## config.mk

```make
export PLATFORM = sky130hd
export DESIGN_NAME = lcd_write_pacer
export DESIGN_NICKNAME = d
export VERILOG_FILES = /design/src/rtl/lcd_pkg.sv /design/src/rtl/sync_fifo.sv /design/src/rtl/lcd_write_pacer.sv
export SDC_FILE = /design/constraint.sdc
export NUM_CORES = 1
export LEC_CHECK = 0
export ABC_AREA = 1
export CAP_MARGIN = 20
export CORE_ASPECT_RATIO = 0.75
export CORE_MARGIN = 2
export CORE_UTILIZATION = 45
export CTS_CLUSTER_DIAMETER = 30
export DETAILED_ROUTE_END_ITERATION = 8
export SLEW_MARGIN = 5
export SYNTH_ARGS = -nofsm -noshare
export SYNTH_HDL_FRONTEND = slang
export SYNTH_SLANG_ARGS = --single-unit
```

## constraint.sdc

```tcl
create_clock -name clk -period 2.81 [get_ports clk]
set_clock_uncertainty 0.15 [all_clocks]
set_input_delay 0.7025 -clock clk [delete_from_list [all_inputs] [get_ports clk]]
set_output_delay 0.7025 -clock clk [all_outputs]
set_load 0.02 [all_outputs]
```

## src/rtl/lcd_pkg.sv

```systemverilog
// Shared definitions for the LCD write pacer.
// Contents: the pacer FSM state encoding, the HD44780 command bytes that need
// the long post-write delay, and a helper that classifies a request as long or short.
package lcd_pkg;

    typedef enum logic [1:0] {
        ST_IDLE  = 2'd0,
        ST_ISSUE = 2'd1,
        ST_WAIT  = 2'd2
    } lcd_state_e;

    localparam logic [7:0] LCD_CMD_CLEAR    = 8'h01;
    localparam logic [7:0] LCD_CMD_HOME     = 8'h02;
    // The controller ignores bit 0 of the home command, so 0x03 is also a home.
    localparam logic [7:0] LCD_CMD_HOME_ALT = 8'h03;

    function automatic logic needs_long_wait(input logic rs, input logic [7:0] data);
        return !rs && ((data == LCD_CMD_CLEAR) || (data == LCD_CMD_HOME) ||
                       (data == LCD_CMD_HOME_ALT));
    endfunction

endpackage

```

## src/rtl/sync_fifo.sv

```systemverilog
// Single-clock FIFO with an occupancy count.
// Ports:
//   clk, rst        clock and synchronous active-high reset (empties the queue)
//   push_i, wdata_i write request and data; ignored when full
//   pop_i           remove the head entry; ignored when empty
//   rdata_o         head entry (valid while empty_o=0)
//   full_o, empty_o occupancy flags
//   level_o         number of stored entries, 0..DEPTH
module sync_fifo
    import lcd_pkg::*;
#(
    parameter int unsigned WIDTH = 9,
    parameter int unsigned DEPTH = 4
) (
    input  logic                   clk,
    input  logic                   rst,
    input  logic                   push_i,
    input  logic [WIDTH-1:0]       wdata_i,
    input  logic                   pop_i,
    output logic [WIDTH-1:0]       rdata_o,
    output logic                   full_o,
    output logic                   empty_o,
    output logic [$clog2(DEPTH):0] level_o
);

    localparam int unsigned AW = $clog2(DEPTH);

    logic [WIDTH-1:0] mem_q [DEPTH];
    logic [AW-1:0]    wr_ptr_q;
    logic [AW-1:0]    rd_ptr_q;
    logic [AW:0]      level_q;
    logic             do_push;
    logic             do_pop;

    assign full_o  = (level_q == (AW+1)'(DEPTH));
    assign empty_o = (level_q == '0);
    assign level_o = level_q;
    assign rdata_o = mem_q[rd_ptr_q];

    assign do_push = push_i && !full_o;
    assign do_pop  = pop_i && !empty_o;

    // Pointers wrap naturally because DEPTH is a power of two.
    always_ff @(posedge clk) begin
        if (rst) begin
            wr_ptr_q <= '0;
            rd_ptr_q <= '0;
            level_q  <= '0;
        end else begin
            if (do_push) wr_ptr_q <= wr_ptr_q + 1'b1;
            if (do_pop)  rd_ptr_q <= rd_ptr_q + 1'b1;
            case ({do_push, do_pop})
                2'b10:   level_q <= level_q + 1'b1;
                2'b01:   level_q <= level_q - 1'b1;
                default: level_q <= level_q;
            endcase
        end
    end

    always_ff @(posedge clk) begin
        if (do_push) mem_q[wr_ptr_q] <= wdata_i;
    end

endmodule

```

## src/rtl/lcd_write_pacer.sv

```systemverilog
// Buffers LCD register writes from a fast bus and replays them to a slow
// LCD controller, leaving the controller's execution time between writes.
// Ports:
//   clk, rst                    clock, synchronous active-high reset
//   in_wenable, in_rs, in_wdata bus write request (rs=0 command, rs=1 data)
//   in_ready                    queue not full
//   fifo_level                  queue occupancy
//   busy                        queue non-empty or a write in progress
//   overflow                    sticky: a write arrived while the queue was full
//   lcd_rs, lcd_wdata           register select and byte to the LCD controller
//   lcd_wenable                 one-cycle write strobe to the LCD controller
module lcd_write_pacer
    import lcd_pkg::*;
#(
    parameter int unsigned DEPTH      = 4,
    parameter int unsigned SHORT_WAIT = 2000,
    parameter int unsigned LONG_WAIT  = 76000
) (
    input  logic                   clk,
    input  logic                   rst,
    input  logic                   in_wenable,
    input  logic                   in_rs,
    input  logic [7:0]             in_wdata,
    output logic                   in_ready,
    output logic [$clog2(DEPTH):0] fifo_level,
    output logic                   busy,
    output logic                   overflow,
    output logic                   lcd_rs,
    output logic [7:0]             lcd_wdata,
    output logic                   lcd_wenable
);

    localparam int unsigned MAX_WAIT = (LONG_WAIT > SHORT_WAIT) ? LONG_WAIT : SHORT_WAIT;
    localparam int unsigned CNT_W    = $clog2(MAX_WAIT) + 1;
    // The counter is loaded with wait-1 and counts down to zero, so the
    // WAIT state lasts exactly the requested number of cycles.
    localparam logic [CNT_W-1:0] SHORT_LOAD = CNT_W'(SHORT_WAIT - 1);
    localparam logic [CNT_W-1:0] LONG_LOAD  = CNT_W'(LONG_WAIT - 1);

    lcd_state_e       state_q, state_d;
    logic [CNT_W-1:0] cnt_q, cnt_d;
    logic             lcd_rs_q, lcd_rs_d;
    logic [7:0]       lcd_wdata_q, lcd_wdata_d;
    logic             overflow_q, overflow_d;

    logic             fifo_push;
    logic             fifo_pop;
    logic             fifo_full;
    logic             fifo_empty;
    logic [8:0]       fifo_head;

    // Writes during reset are ignored rather than queued.
    assign fifo_push = in_wenable && !fifo_full && !rst;

    sync_fifo #(
        .WIDTH (9),
        .DEPTH (DEPTH)
    ) u_fifo (
        .clk     (clk),
        .rst     (rst),
        .push_i  (fifo_push),
        .wdata_i ({in_rs, in_wdata}),
        .pop_i   (fifo_pop),
        .rdata_o (fifo_head),
        .full_o  (fifo_full),
        .empty_o (fifo_empty),
        .level_o (fifo_level)
    );

    always_comb begin
        state_d     = state_q;
        cnt_d       = cnt_q;
        lcd_rs_d    = lcd_rs_q;
        lcd_wdata_d = lcd_wdata_q;
        fifo_pop    = 1'b0;
        overflow_d  = overflow_q | (in_wenable & fifo_full);

        case (state_q)
            ST_IDLE: begin
                if (!fifo_empty) begin
                    fifo_pop                = 1'b1;
                    {lcd_rs_d, lcd_wdata_d} = fifo_head;
                    state_d                 = ST_ISSUE;
                end
            end
            ST_ISSUE: begin
                cnt_d   = needs_long_wait(lcd_rs_q, lcd_wdata_q) ? LONG_LOAD : SHORT_LOAD;
                state_d = ST_WAIT;
            end
            ST_WAIT: begin
                if (cnt_q == '0) state_d = ST_IDLE;
                else             cnt_d   = cnt_q - 1'b1;
            end
            default: state_d = ST_IDLE;
        endcase
    end

    always_ff @(posedge clk) begin
        if (rst) begin
            state_q     <= ST_IDLE;
            cnt_q       <= '0;
            lcd_rs_q    <= 1'b0;
            lcd_wdata_q <= '0;
            overflow_q  <= 1'b0;
        end else begin
            state_q     <= state_d;
            cnt_q       <= cnt_d;
            lcd_rs_q    <= lcd_rs_d;
            lcd_wdata_q <= lcd_wdata_d;
            overflow_q  <= overflow_d;
        end
    end

    assign in_ready    = !fifo_full;
    assign busy        = !fifo_empty || (state_q != ST_IDLE);
    assign overflow    = overflow_q;
    assign lcd_rs      = lcd_rs_q;
    assign lcd_wdata   = lcd_wdata_q;
    assign lcd_wenable = (state_q == ST_ISSUE);

endmodule

```

==> results.yml <==
drt:
  post_drt_wl_per_cell_um: 13.8
  drt_pass1_iterations: 4
  antenna_left: 0
  drc: 0
  viasPerCell: 5.07
  drt_wl_total_mm: 7.65
  drt_iter0_drc: 144
  num_vias: 2803
yosys:
  ys_seq_elements: 73
  synth_common_cells: "nor2_1 (85), nand2_1 (83), o21ai_0 (41)"
  ys_types: 28
  yosysTopAreaCell: "edfxtp_1"
  syn_inst: 412
  synth_top_area_share_pct: 31.7
  synth_fp_nets: 431
  async_reset_ff_share_pct: 0
  ys.flop_type: "dfxtp_1"
  synth_most_common_cell: "nor2_1"
  seq_area_frac_synth_pct: 53.5
  synthesis.area_um2: 3410
  yosys_warnings: 0
  synth_edf_count: 36
  avgSynthCellArea_um2: 8.27
  synth_area_leaders: "edfxtp_1 (32%), dfxtp_1 (22%), nor2_1 (9.4%)"
timing:
  fmax_mhz: 380
  grt_setup_unrepaired: "no"
  tns_ps: 0
  slew_headroom_pct: 64.2
  slew_viol_final: 0
  finalSetupViolCount: 0
  min_period_ps: 2630
  fin_crit_sh_pct: 93.6
  tightestPinTransition_ps: 536
  hold_violations: 0
job:
  cap_violations: 0
die:
  dieArea_um2: 8290
  die_x_um: 104
  core-area_um2: 7330
  die_y_um: 79.4
  initial_core_util_pct: 46.5
  io_pins: 28
  rows: 27
setup_path:
  end_kind: "output port"
  worstSetupPathType: "reg -> out"
  critPathMaxFanout: 6
  cp.buffers_inverters: 2
  startpoint_type: "flop"
  crit_required_ps: 1960
  slowest_delay_ps: 540
  crit_slowest_cell: "clkdlybuf4s50_1"
  crit_family: "buffers and inverters"
  arrival_ps: 1780
  path_cells: "inv_1, nand3_1, or2_2, clkdlybuf4s50_1"
layout:
  stdcell_area_um2: 4040
  fin_util_pct: 55.1
  n_fill_cell: 693
  syn2layout_area_growth_pct: 18.5
  drive_above_1_share_pct: 8.63
  antenna_cells: 0
  nNetsFinal: 466
grt:
  grt_overflow: 0
  antenna_found_initial: 0
  track_usage_pct: 20.0
  grt_max_degree: 22
  grt_pass1_wl_mm: 12.8
  grt_pass1_vias: 2579
clock_network:
  htree_levels: 3
  clk_pin_slew_ps: 80
  postCtsSetupRepairBufs: 0
  cts_tree: "yes"
  ctsHoldBuffers: 0
  clockBufferDepth: 2
  clk_latency_ps: 340
  cts.sinks: 73
  cts_buffers: 9
  cts-resized-gates: 0
  cts-root-buf: "clkbuf_8"
placed_design:
  dpl-instance-area_um2: 3810
  port-buffer-count: 27
  hpwl_mm: 5.30
  gp_congestion: 0.913
power_and_ir_drop:
  irDropWorstVdd_mv: 0.626
  power_frac_comb_pct: 49.8
  pwr-share-seq_pct: 31.5
  sw_frac_of_total_pct: 43.7
  pwr-share-clk_pct: 18.8
  p_int_mw: 2.74
  power_density_nw_per_um2: 1200
  leakage_nw: 1.62
  switchingPower_mw: 2.13
min_path:
  hold_path.class: "reg -> reg"
outcome:
  status: "finished clean"
layout by cell type (no fill, tap or decap), types with 2 or more instances in the layout:
cell             netlist  routed
nor2_1                85      85
nand2_1               83      83
o21ai_0               41      41
inv_1                 37      37
dfxtp_1               37      37
edfxtp_1              36      36
clkdlybuf4s50_1        0      27
nand3_1               25      25
a21oi_1               16      16
clkbuf_8               0      10
buf_4                  0      10
a31oi_1                9       9
ha_1                   6       6
nand4_1                4       4
nor2_2                 3       3
nor2_4                 3       3
or2_2                  2       2
nand2_4                2       2
bufinv_16              0       2
worst min-delay path, delay by kind of cell (launching register included):
family	cells	cell delay (ps)
AO/OA/AOI/OAI	1	50
buffers and inverters	1	50
flip-flops	1	320
layout make-up:
class | count | area, um^2 | share of cell area [%]
tap | 101 | 126 | 3.13
clock buffer | 10 | 138 | 3.41
clock inverter | 6 | 90.1 | 2.23
sequential | 73 | 1820 | 45.1
inverter | 37 | 139 | 3.44
multi-input combinational | 289 | 1380 | 34.2
timing repair buffer | 37 | 345 | 8.55
metrics by stage:
| stage | setup slack, ps | hold WS [ps] | power (mW) | cells |
|---|---|---|---|---|
| finish | 179 | 308 | 4.86 | 553 |
| global route | 86.7 | 347 | 5.29 | 553 |
| CTS | 144 | 314 | 4.87 | 553 |
| detailed placement | 157 | 298 | 3.95 | 537 |
| global placement | 187 | 294 | 3.92 | 537 |
| floorplan | 288 | 292 | 3.27 | 412 |
metal layers:
layer	vias to the layer above	GRT usage, %	wire (um)
met1	1306	28.8	3900
met2	65	30.4	3260
met4	0	5.27	65
met3	6	4.90	425
li1	1426	-	-
met5	-	0	0
state kept, by name, summed over array words and instances, names as in the netlist:
signal,flops
cnt_q,18
lcd_rs,1
lcd_wdata,8
overflow,1
state_q,2
u_fifo.level_o,3
u_fifo.mem_q,36
u_fifo.rd_ptr_q,2
u_fifo.wr_ptr_q,2
cells by family (layout without fill, tap and decap cells):
logic type,Yosys count,count (layout),synth area share (%)
xor+xnor,1,1,0.257
buf+inv,50,90,6.06
flops,73,73,53.5
simple gates,212,212,26.7
fa+ha+maj,7,7,2.79
compound gates,69,69,10.7
final timing paths:
kind	startpoint	depth (start not counted)	slack [ps]	to
worst max-delay path	u_fifo.level_o[0]$_SDFFE_PP0P_	4	180	busy
worst min-delay path	overflow$_SDFF_PP0_	2	310	overflow$_SDFF_PP0_
worst min register to register	overflow$_SDFF_PP0_	2	310	overflow$_SDFF_PP0_
worst max register to register	u_fifo.level_o[1]$_SDFFE_PP0P_	11	660	u_fifo.level_o[2]$_SDFFE_PP0P_
power by group through the flow:
| stage | Combinational [mW] | Clock, mW | Sequential (mW) |
|---|---|---|---|
| floorplan | 1.67 | 0 | 1.60 |
| global placement | 2.37 | 0 | 1.55 |
| detailed placement | 2.40 | 0 | 1.55 |
| CTS | 2.42 | 0.928 | 1.53 |
| global route | 2.75 | 0.975 | 1.57 |
| finish | 2.42 | 0.913 | 1.53 |
Power figures use the tool's default switching activity.
